$ cat src/rtl/io_pkg.sv
// Shared definitions for the digitron display BCD conversion scheduler.
// Latency: n/a (types, constants and one helper function only).
// Backpressure: n/a.
package io_pkg;

    typedef enum logic [1:0] {
        SEL   = 2'd0,
        LOAD  = 2'd1,
        SHIFT = 2'd2,
        STORE = 2'd3
    } state_t;

    localparam int         IO_PORT_W = 32;
    localparam logic [3:0] BCD_SAT   = 4'd9;

    // Double-dabble correction: a digit of 5 or more becomes >= 10 after the
    // next doubling, so it is pre-biased by 3 to carry into the next digit.
    function automatic logic [3:0] add3(input logic [3:0] n);
        return (n >= 4'd5) ? n + 4'd3 : n;
    endfunction

endpackage

$ cat src/rtl/dec_conv_sched_if.sv
// Bundle between the CPU I/O ports and the display: raw port values in, BCD digits out.
// Latency: n/a (signal bundle only).
// Backpressure: none; digits are level outputs held until the next conversion.
// Ports: in_data (NPORT x 32b, port p at [p*32+:32]), tens/units (NPORT x 4b),
//        ovf (NPORT), busy, cur_port (2b round-robin pointer).
interface dec_conv_sched_if #(
    parameter int NPORT = 3
);
    logic [NPORT*32-1:0] in_data;
    logic [NPORT*4-1:0]  tens;
    logic [NPORT*4-1:0]  units;
    logic [NPORT-1:0]    ovf;
    logic                busy;
    logic [1:0]          cur_port;

    // master drives the port values and consumes the digits
    modport master (
        output in_data,
        input  tens, units, ovf, busy, cur_port
    );

    // slave is the scheduler itself
    modport slave (
        input  in_data,
        output tens, units, ovf, busy, cur_port
    );
endinterface

$ cat src/rtl/dec_conv_sched_dd_step.sv
// One double-dabble iteration: add-3 correction on each BCD digit, then shift {bcd, sh} left by one.
// Latency: combinational.
// Backpressure: none.
// Ports: bcd_i/sh_i current accumulator and binary shift register; bcd_o/sh_o after one step.
import io_pkg::*;

module dd_step #(
    parameter int CW = 8
) (
    input  logic [11:0]   bcd_i,
    input  logic [CW-1:0] sh_i,
    output logic [11:0]   bcd_o,
    output logic [CW-1:0] sh_o
);

    logic [11:0] bcd_adj;

    always_comb begin
        bcd_adj       = {add3(bcd_i[11:8]), add3(bcd_i[7:4]), add3(bcd_i[3:0])};
        {bcd_o, sh_o} = {bcd_adj, sh_i} << 1;
    end

endmodule

$ cat src/rtl/dec_conv_sched.sv
// Round-robin scheduler sharing one iterative 8-bit binary-to-BCD converter among NPORT display ports.
// Latency: CW+2 cycles per conversion; digits visible 11 cycles after the SEL cycle that picks a port.
// Backpressure: none; unchanged ports are skipped, changed ports wait their round-robin turn.
// Ports: clk, reset (async, active-high), bus (slave modport: in_data in; tens/units/ovf/busy/cur_port out).
import io_pkg::*;

module dec_conv_sched #(
    parameter int NPORT = 3,
    parameter int CW    = 8
) (
    input  logic             clk,
    input  logic             reset,
    dec_conv_sched_if.slave  bus
);

    localparam int PW   = 2;
    localparam int CNTW = $clog2(CW);

    // per-port views of the flattened bus
    logic [IO_PORT_W-1:0] in_arr [NPORT];

    // scheduler state
    state_t               state_q, state_d;
    logic [PW-1:0]        ptr_q, ptr_d, ptr_nxt;
    logic                 busy_q, busy_d;

    // converter datapath
    logic [IO_PORT_W-1:0] snap_q, snap_d;
    logic [CW-1:0]        sh_q, sh_d, step_sh;
    logic [11:0]          bcd_q, bcd_d, step_bcd;
    logic [CNTW-1:0]      cnt_q, cnt_d;
    logic                 hi_nz_q, hi_nz_d;

    // per-port bookkeeping and output registers
    logic [IO_PORT_W-1:0] last_q  [NPORT];
    logic [IO_PORT_W-1:0] last_d  [NPORT];
    logic [NPORT-1:0]     vld_q, vld_d;
    logic [3:0]           tens_q  [NPORT];
    logic [3:0]           tens_d  [NPORT];
    logic [3:0]           units_q [NPORT];
    logic [3:0]           units_d [NPORT];
    logic [NPORT-1:0]     ovf_q, ovf_d;

    logic [IO_PORT_W-1:0] cur_in;

    for (genvar p = 0; p < NPORT; p++) begin : g_port
        assign in_arr[p]          = bus.in_data[p*IO_PORT_W +: IO_PORT_W];
        assign bus.tens[p*4 +: 4]  = tens_q[p];
        assign bus.units[p*4 +: 4] = units_q[p];
    end

    assign bus.ovf      = ovf_q;
    assign bus.busy     = busy_q;
    assign bus.cur_port = ptr_q;

    assign cur_in  = in_arr[ptr_q];
    assign ptr_nxt = (ptr_q == PW'(NPORT-1)) ? '0 : ptr_q + 1'b1;

    dd_step #(.CW(CW)) u_dd_step (
        .bcd_i (bcd_q),
        .sh_i  (sh_q),
        .bcd_o (step_bcd),
        .sh_o  (step_sh)
    );

    always_comb begin
        state_d = state_q;
        ptr_d   = ptr_q;
        snap_d  = snap_q;
        sh_d    = sh_q;
        bcd_d   = bcd_q;
        cnt_d   = cnt_q;
        hi_nz_d = hi_nz_q;
        last_d  = last_q;
        vld_d   = vld_q;
        tens_d  = tens_q;
        units_d = units_q;
        ovf_d   = ovf_q;

        case (state_q)
            SEL: begin
                if (!vld_q[ptr_q] || (cur_in != last_q[ptr_q])) begin
                    state_d = LOAD;
                end else begin
                    ptr_d = ptr_nxt;
                end
            end
            LOAD: begin
                // The port value is sampled only here; later changes are caught
                // on the next visit because last[] records this snapshot.
                snap_d  = cur_in;
                sh_d    = cur_in[CW-1:0];
                bcd_d   = '0;
                cnt_d   = '0;
                hi_nz_d = |cur_in[IO_PORT_W-1:CW];
                state_d = SHIFT;
            end
            SHIFT: begin
                bcd_d = step_bcd;
                sh_d  = step_sh;
                cnt_d = cnt_q + 1'b1;
                if (cnt_q == CNTW'(CW-1)) begin
                    state_d = STORE;
                end
            end
            STORE: begin
                // Anything above 99 (hundreds digit or bits beyond the
                // conversion width) saturates the two-digit display.
                if (hi_nz_q || (bcd_q[11:8] != 4'd0)) begin
                    tens_d[ptr_q]  = BCD_SAT;
                    units_d[ptr_q] = BCD_SAT;
                    ovf_d[ptr_q]   = 1'b1;
                end else begin
                    tens_d[ptr_q]  = bcd_q[7:4];
                    units_d[ptr_q] = bcd_q[3:0];
                    ovf_d[ptr_q]   = 1'b0;
                end
                last_d[ptr_q] = snap_q;
                vld_d[ptr_q]  = 1'b1;
                ptr_d         = ptr_nxt;
                state_d       = SEL;
            end
            default: state_d = SEL;
        endcase

        busy_d = (state_d != SEL);
    end

    always_ff @(posedge clk or posedge reset) begin
        if (reset) begin
            state_q <= SEL;
            ptr_q   <= '0;
            busy_q  <= 1'b0;
            snap_q  <= '0;
            sh_q    <= '0;
            bcd_q   <= '0;
            cnt_q   <= '0;
            hi_nz_q <= 1'b0;
            vld_q   <= '0;
            ovf_q   <= '0;
            for (int p = 0; p < NPORT; p++) begin
                last_q[p]  <= '0;
                tens_q[p]  <= '0;
                units_q[p] <= '0;
            end
        end else begin
            state_q <= state_d;
            ptr_q   <= ptr_d;
            busy_q  <= busy_d;
            snap_q  <= snap_d;
            sh_q    <= sh_d;
            bcd_q   <= bcd_d;
            cnt_q   <= cnt_d;
            hi_nz_q <= hi_nz_d;
            vld_q   <= vld_d;
            ovf_q   <= ovf_d;
            last_q  <= last_d;
            tens_q  <= tens_d;
            units_q <= units_d;
        end
    end

endmodule

$ cat src/flat_wrapper.sv
// flat-port wrapper written by rule: the top's interface ports become plain ports
module dec_conv_sched_flat 
#(
    parameter int NPORT = 3,
    parameter int CW    = 8
)
  (clk, reset, bus_in_data, bus_tens, bus_units, bus_ovf, bus_busy, bus_cur_port);
  dec_conv_sched_if #(.NPORT(NPORT)) bus_i ();
  input  logic clk;
  input  logic reset;
  input wire logic [$bits(bus_i.in_data)-1:0] bus_in_data;
  output wire logic [$bits(bus_i.tens)-1:0] bus_tens;
  output wire logic [$bits(bus_i.units)-1:0] bus_units;
  output wire logic [$bits(bus_i.ovf)-1:0] bus_ovf;
  output wire logic [$bits(bus_i.busy)-1:0] bus_busy;
  output wire logic [$bits(bus_i.cur_port)-1:0] bus_cur_port;
  assign bus_i.in_data = bus_in_data;
  assign bus_tens = bus_i.tens;
  assign bus_units = bus_i.units;
  assign bus_ovf = bus_i.ovf;
  assign bus_busy = bus_i.busy;
  assign bus_cur_port = bus_i.cur_port;
  dec_conv_sched #(.NPORT(NPORT), .CW(CW)) u_core (.clk(clk), .reset(reset), .bus(bus_i));
endmodule
$ cat config.mk
export PLATFORM = sky130hd
export DESIGN_NAME = dec_conv_sched_flat
export DESIGN_NICKNAME = d
export VERILOG_FILES = /design/src/rtl/io_pkg.sv /design/src/rtl/dec_conv_sched_if.sv /design/src/rtl/dec_conv_sched_dd_step.sv /design/src/rtl/dec_conv_sched.sv /design/src/flat_wrapper.sv
export SDC_FILE = /design/constraint.sdc
export NUM_CORES = 1
export LEC_CHECK = 0
export CELL_PAD_IN_SITES_DETAIL_PLACEMENT = 0
export CELL_PAD_IN_SITES_GLOBAL_PLACEMENT = 2
export CORE_MARGIN = 1.5
export CORE_UTILIZATION = 39
export DETAILED_ROUTE_END_ITERATION = 8
export DONT_BUFFER_PORTS = 1
export PLACE_DENSITY = 0.86
export RECOVER_POWER = 25
export SYNTH_ARGS = -nofsm -noshare
export SYNTH_HDL_FRONTEND = slang
export SYNTH_SLANG_ARGS = --single-unit
$ cat constraint.sdc
create_clock -name clk -period 6 [get_ports clk]
set_input_delay 1.2 -clock clk [delete_from_list [all_inputs] [get_ports clk]]
set_output_delay 1.2 -clock clk [all_outputs]
set_load 0.05 [all_outputs]
==> results.json, run 1 <==
{
  "critPathSlowestCell": "dfrtp_4",
  "drtAntennaViolNets": 0,
  "grt.total_usage": 0.172,
  "routed-via-count": 5748,
  "cp-end-kind": "register",
  "ir_worst_vdd_uv": 165,
  "ys_seq_area_frac": 0.509,
  "via_per_inst": 5.35,
  "slew_headroom": -0.00622,
  "final-max-slew-violation-count": 33,
  "coreArea_um2": 22800,
  "crit_chain": "nor2b_4 > buf_4 > a2bb2oi_1 > xor2_1 > nand4_1 > nor3_1 > a41oi_1 > mux2_1",
  "synth-edff-count": 0,
  "rr_startpoint": "u_core.bus.cur_port[1]",
  "wl_per_cell_um": 18.8,
  "multi_input_area_um2": 4200,
  "criticalPathCategory": "register to register",
  "rr_worst_depth": 8,
  "drtPass1Iterations": 5,
  "rsz0062_at_grt": "false",
  "holdPathStages": 1,
  "synth_cells": 772,
  "startpoint": "u_core.bus.cur_port[1]",
  "async_reset_ff_frac": 1.00,
  "leakage_nw": 3.98,
  "p_per_area_nw_per_um2": 269,
  "grt_pass1_wl_um": 32200,
  "drt_iter0_markers": 281,
  "gp_congestion": 0.763,
  "synth_top_area_frac": 0.509,
  "die-height_um": 157,
  "nets": 862,
  "hp-start": "u_core.vld_q[2]",
  "crit_arrival_ns": 4.12,
  "seq_area_um2": 4690,
  "synth_nets": 884,
  "die_area_um2": 24500,
  "startpoint_type": "register",
  "ys_seq_elements": 187,
  "synth_cell_types": 40,
  "cts_made_buffers": 17,
  "post-route-min-period_ns": 3.82,
  "synth_area_per_cell_um2": 11.9,
  "die_x_um": 157,
  "reg2reg_to": "u_core.bus.cur_port[1]",
  "dp_cells": 1044,
  "setup.worst_path.end": "u_core.bus.cur_port[1]",
  "ios": 128,
  "ctsLongestPathBuffers": 2,
  "hp-class": "register to register",
  "grt_pass1_vias": 5732,
  "clk_latency_ns": 0.43,
  "post-dp-hpwl_um": 13200,
  "grt_max_degree": 188,
  "cts_tree": "yes",
  "clock-sinks": 187,
  "yosysWarnings": 0,
  "finalWorstSetupSlack_ns": 2.18,
  "io_buffers": 0,
  "initial_core_util": 0.402,
  "hold_violations": 0,
  "cts_hold_buf": 0,
  "cp.required_ns": 6.30,
  "dp_slack_ns": 2.25,
  "cts-root-buf": "clkbuf_16",
  "reg2reg_slack_ns": 2.18,
  "fin_worst_skew_ns": 0.0150,
  "cts_setup_buffers": 0,
  "hold_ws_ns": 0.477,
  "drt-total-wl_um": 20200,
  "fin_setup_tns_ns": 0,
  "worstMarginPinSlew_ns": 1.51,
  "critPathMaxStageDelay_ns": 0.77,
  "antenna_found_initial": 0,
  "ys.flop_type": "dfrtp_1",
  "finalCritPeriodShare": 0.637,
  "synth_area_leaders": "dfrtp_1 51%, mux2_2 15%, mux2i_1 7.2%, o2bb2ai_1 5.3%, xnor2_1 2.8%",
  "row_count": 55,
  "clk_pin_slew_worst_paths_ns": 0.07,
  "setup_viol": 0,
  "synth_top_area_cell": "dfrtp_1",
  "fillers": 2189,
  "antenna_cells": 0,
  "path_max_fanout": 50,
  "netlist_area_um2": 9190,
  "grt-ovfl-total": 0,
  "final_core_util": 0.439,
  "max-cap-violations": 1,
  "fin_cells": 1075,
  "fmax_ghz": 0.262,
  "violations": "max-capacitance violations, max-slew violations",
  "run_status": "complete, but fails checks",
  "syn_to_final_growth_pct": 9.18,
  "drive_gt1_frac": 0.224,
  "cts-resized-gates": 0,
  "drc_errors": 0,
  "h-tree-depth": 4
}
-- logic make-up after synthesis --
kind of cell | after synthesis | synth area share
compound gates | 149 | 0.112
xor+xnor | 36 | 0.0343
fa+ha+maj | 14 | 0.0191
buf+inv | 67 | 0.0354
flops | 187 | 0.509
mux | 191 | 0.225
simple gates | 128 | 0.0654
-- synthesized netlist by cell type (4+ instances only) --
library cell and n:
nand4_1 11, nor4_1 7, nand3_1 4, o21ai_0 41, clkbuf_1 23, nor3_1 4
nand2_1 47, mux2i_1 66, inv_1 17, mux2_2 123, xor2_1 7, buf_1 5
buf_2 11, ha_1 14, dfrtp_1 187, o22ai_1 9, nand2b_1 6, buf_6 5
a21oi_1 30, o2bb2ai_1 56, xnor2_1 29, buf_4 6, nor2_1 37
-- power breakdown --
part / internal, mW / switching, mW / total [mW]
sequential: 1.31 / 0.0310 / 1.34
combinational: 0.0802 / 0.0873 / 0.167
clock: 0.702 / 0.488 / 1.19
total: 2.09 / 0.606 / 2.70
-- worst min-delay path by stage --
stage	endpoint	slack, ns
finish	u_core.vld_q[2]	0.48
floorplan	u_core.vld_q[0]	0.43
CTS	u_core.vld_q[2]	0.47
global placement	u_core.vld_q[2]	0.45
detailed placement	u_core.vld_q[2]	0.46
global route	u_core.vld_q[0]	0.49
-- area by class of cell --
cell class / count / share of cell area
Clock buffer: 19 / 0.0431
Clock inverter: 12 / 0.0185
Inverter: 17 / 0.00648
Multi-Input combinational cell: 518 / 0.418
Sequential cell: 187 / 0.467
Tap cell: 313 / 0.0390
Timing Repair Buffer: 9 / 0.00761
-- layer usage --
metal	wire, µm	global-route usage	share of wire	vias to the layer above
li1	-	-	-	2744
met1	9630	0.232	0.48	2901
met2	9500	0.275	0.47	90
met3	924	0.0468	0.046	13
met4	191	0.0408	0.0094	0
met5	0	0	0	-
-- worst max-delay path, delay by kind of cell (launching register included) --
| kind | cells | cell delay (ns) |
|---|---|---|
| simple gates | 3 | 1.23 |
| xor+xnor | 1 | 0.21 |
| buf+inv | 1 | 0.61 |
| compound gates | 2 | 0.48 |
| mux | 1 | 0.36 |
| flops | 1 | 0.77 |
-- registers in the layout, indices dropped and copies added, names as in the netlist, 2 cells and up, named ones only --
name / flops
u_core.bus.units: 12
u_core.snap_q: 32
u_core.bus.cur_port: 2
u_core.cnt_q: 3
u_core.bcd_q: 12
u_core.vld_q: 3
u_core.last_q: 96
u_core.sh_q: 8
u_core.bus.tens: 12
u_core.state_q: 2
-- through the flow --
step | power (mW) | area [µm²]
5_1_grt | 2.80 | 10000
4_1_cts | 2.73 | 10000
2_1_floorplan | 1.49 | 9190
3_5_place_dp | 1.53 | 9420
6_report | 2.70 | 10000
3_3_place_gp | 1.53 | 9420
-- cells in the final DEF (no fill, tap or decap), types with 3 or more instances in the layout --
| master | count |
|---|---|
| dfrtp_1 | 185 |
| mux2_2 | 123 |
| mux2i_1 | 66 |
| o2bb2ai_1 | 56 |
| nand2_1 | 46 |
| o21ai_0 | 41 |
| nor2_1 | 37 |
| a21oi_1 | 30 |
| xnor2_1 | 29 |
| clkbuf_16 | 17 |
| inv_1 | 16 |
| ha_1 | 13 |
| nand4_1 | 11 |
| o22ai_1 | 9 |
| xor2_1 | 7 |
| nor4_1 | 7 |
| buf_4 | 7 |
| nand2b_1 | 6 |
| inv_6 | 5 |
| nand3_1 | 4 |
| nor3_1 | 4 |
| bufinv_16 | 4 |
| a2bb2oi_2 | 3 |
| a2bb2oi_1 | 3 |
| a31oi_1 | 3 |
| clkbuf_1 | 3 |
No activity file was read; power rests on OpenSTA's default activity.
==> run 2, diff against run 1 <==
--- a/config.mk
+++ b/config.mk
@@ -8,10 +8,10 @@
 export CELL_PAD_IN_SITES_DETAIL_PLACEMENT = 0
 export CELL_PAD_IN_SITES_GLOBAL_PLACEMENT = 2
 export CORE_MARGIN = 1.5
-export CORE_UTILIZATION = 39
+export CORE_UTILIZATION = 43
 export DETAILED_ROUTE_END_ITERATION = 8
 export DONT_BUFFER_PORTS = 1
-export PLACE_DENSITY = 0.86
+export PLACE_DENSITY = 0.89
 export RECOVER_POWER = 25
 export SYNTH_ARGS = -nofsm -noshare
 export SYNTH_HDL_FRONTEND = slang
==> constraint.sdc (replaced) <==
create_clock -name clk -period 3.8 [get_ports clk]
set_input_delay 0.76 -clock clk [delete_from_list [all_inputs] [get_ports clk]]
set_output_delay 0.76 -clock clk [all_outputs]
set_load 0.05 [all_outputs]
==> run 2 against run 1 <==
  * The flow still finishes with violations (max-capacitance violations, max-slew violations)
  * Maximum frequency up 22%
  * Setup slack worse by 1.5 ns
  * Clock skew about the same
  * Core utilization up 3.7 points
  * Non-clock buffer count up 6
  * Critical path depth unchanged
==> results.json, run 2 (same netlist as run 1, synthesis figures left out) <==
{
  "run_status": "complete, but fails checks",
  "violations": "max-capacitance violations, max-slew violations",
  "finalWorstSetupSlack_ns": 0.679,
  "grt_pass1_vias": 6516,
  "grt-ovfl-total": 0,
  "fmax_ghz": 0.320,
  "dp_cells": 1012,
  "clock-sinks": 187,
  "cts_setup_buffers": 0,
  "clk_latency_ns": 0.44,
  "rsz0062_at_grt": "false",
  "dp_slack_ns": 0.700,
  "gp_congestion": 0.777,
  "cts-root-buf": "clkbuf_16",
  "largest_reg_flops": 96,
  "drc_errors": 0,
  "place_area_um2": 9480,
  "post-dp-hpwl_um": 14600,
  "fin_worst_skew_ns": 0.0152,
  "p_per_area_nw_per_um2": 413,
  "regMostFlops": "u_core.last_q",
  "fin_setup_tns_ns": 0,
  "setup_viol": 0,
  "via_per_inst": 5.72,
  "slew_headroom": -0.470,
  "fillers": 1874,
  "final_cell_mix": "185 x dfrtp_1, 123 x mux2_2, 66 x mux2i_1",
  "crit_arrival_ns": 3.43,
  "fin_cells": 1044,
  "nets": 868,
  "wl_per_cell_um": 20.4,
  "max-cap-violations": 1,
  "initial_core_util": 0.437,
  "grt_pass1_wl_um": 34700,
  "io_buffers": 0,
  "final_core_util": 0.477,
  "finalCritPeriodShare": 0.821,
  "die_area_um2": 22300,
  "startpoint_type": "register",
  "ios": 128,
  "leakage_nw": 4.01,
  "cp-end-kind": "register",
  "ctsLongestPathBuffers": 2,
  "post-route-min-period_ns": 3.12,
  "grt_max_degree": 78,
  "final_area_um2": 10000,
  "coreArea_um2": 21000,
  "ir_worst_vdd_uv": 321,
  "cts_made_buffers": 17,
  "die_x_um": 149,
  "worstMarginPinSlew_ns": 2.19,
  "hold_violations": 0,
  "drtPass1Iterations": 6,
  "antenna_cells": 0,
  "drtAntennaViolNets": 0,
  "path_max_fanout": 32,
  "final-max-slew-violation-count": 49,
  "cts_hold_buf": 0,
  "cts_tree": "yes",
  "drt-total-wl_um": 21300,
  "hp-class": "register to register",
  "die-height_um": 149,
  "cp.required_ns": 4.11,
  "top_regs": "u_core.last_q (96), u_core.snap_q (32)",
  "h-tree-depth": 4,
  "drt_iter0_markers": 250,
  "criticalPathCategory": "register to register",
  "syn_to_final_growth_pct": 9.00,
  "row_count": 53,
  "antenna_found_initial": 0,
  "grt.total_usage": 0.203,
  "cts-resized-gates": 0,
  "clk_pin_slew_worst_paths_ns": 0.07,
  "final_common_cell": "dfrtp_1",
  "routed-via-count": 5968,
  "drive_gt1_frac": 0.237
}
run 2: worst max-delay path, cell delays in order, from the launching register on:
cell	delay, ns
dfrtp_4	0.81
buf_12	0.31
mux2i_1	0.11
o2bb2ai_1	0.45
xnor2_1	0.19
nand3_1	0.17
nor3_1	0.33
a41oi_1	0.23
mux2_1	0.35
run 2: worst paths after layout:
path                                        startpoint                endpoint  slack, ns  cells past startpoint
worst max-delay path            u_core.bus.cur_port[1]  u_core.bus.cur_port[1]       0.68                      8
worst min-delay path                   u_core.vld_q[1]         u_core.vld_q[1]       0.47                      1
worst max register to register  u_core.bus.cur_port[1]  u_core.bus.cur_port[1]       0.68                      8
worst min register to register         u_core.vld_q[1]         u_core.vld_q[1]       0.47                      1
max in group asynchronous                        reset          u_core.sh_q[7]       0.93                      2
min in group asynchronous                        reset       u_core.last_q[75]       0.79                      1
run 2: power breakdown:
part           switching, mW  internal (mW)  leakage, nW  total [mW]
clock network          0.819          0.927        0.281        1.75
registers             0.0513           2.07         2.18        2.12
logic                  0.144          0.127         1.55       0.271
total                   1.01           3.12         4.01        4.13
run 2: per-stage QoR:
step                power (mW)  hold WS (ns)
floorplan                 2.35         0.434
global placement          2.41         0.453
detailed placement        2.44         0.452
CTS                       4.18         0.470
global route              4.30         0.501
finish                    4.13         0.470
run 2: final cells by class:
cell class                 count  area, µm²  area share
sequential                   187       4680       0.468
multi-input combinational    518       4200       0.419
clock buffer                  17        425      0.0425
tap                          275        344      0.0343
clock inverter                15        154      0.0154
timing repair buffer          15        143      0.0142
inverter                      17       65.1     0.00650
run 2: per-layer routing:
layer	vias to the layer above	GRT usage	wire length, µm
met5	-	0	0
met4	0	0.0668	378
met3	24	0.0495	996
met2	136	0.353	10800
met1	3046	0.246	9110
li1	2762	-	-
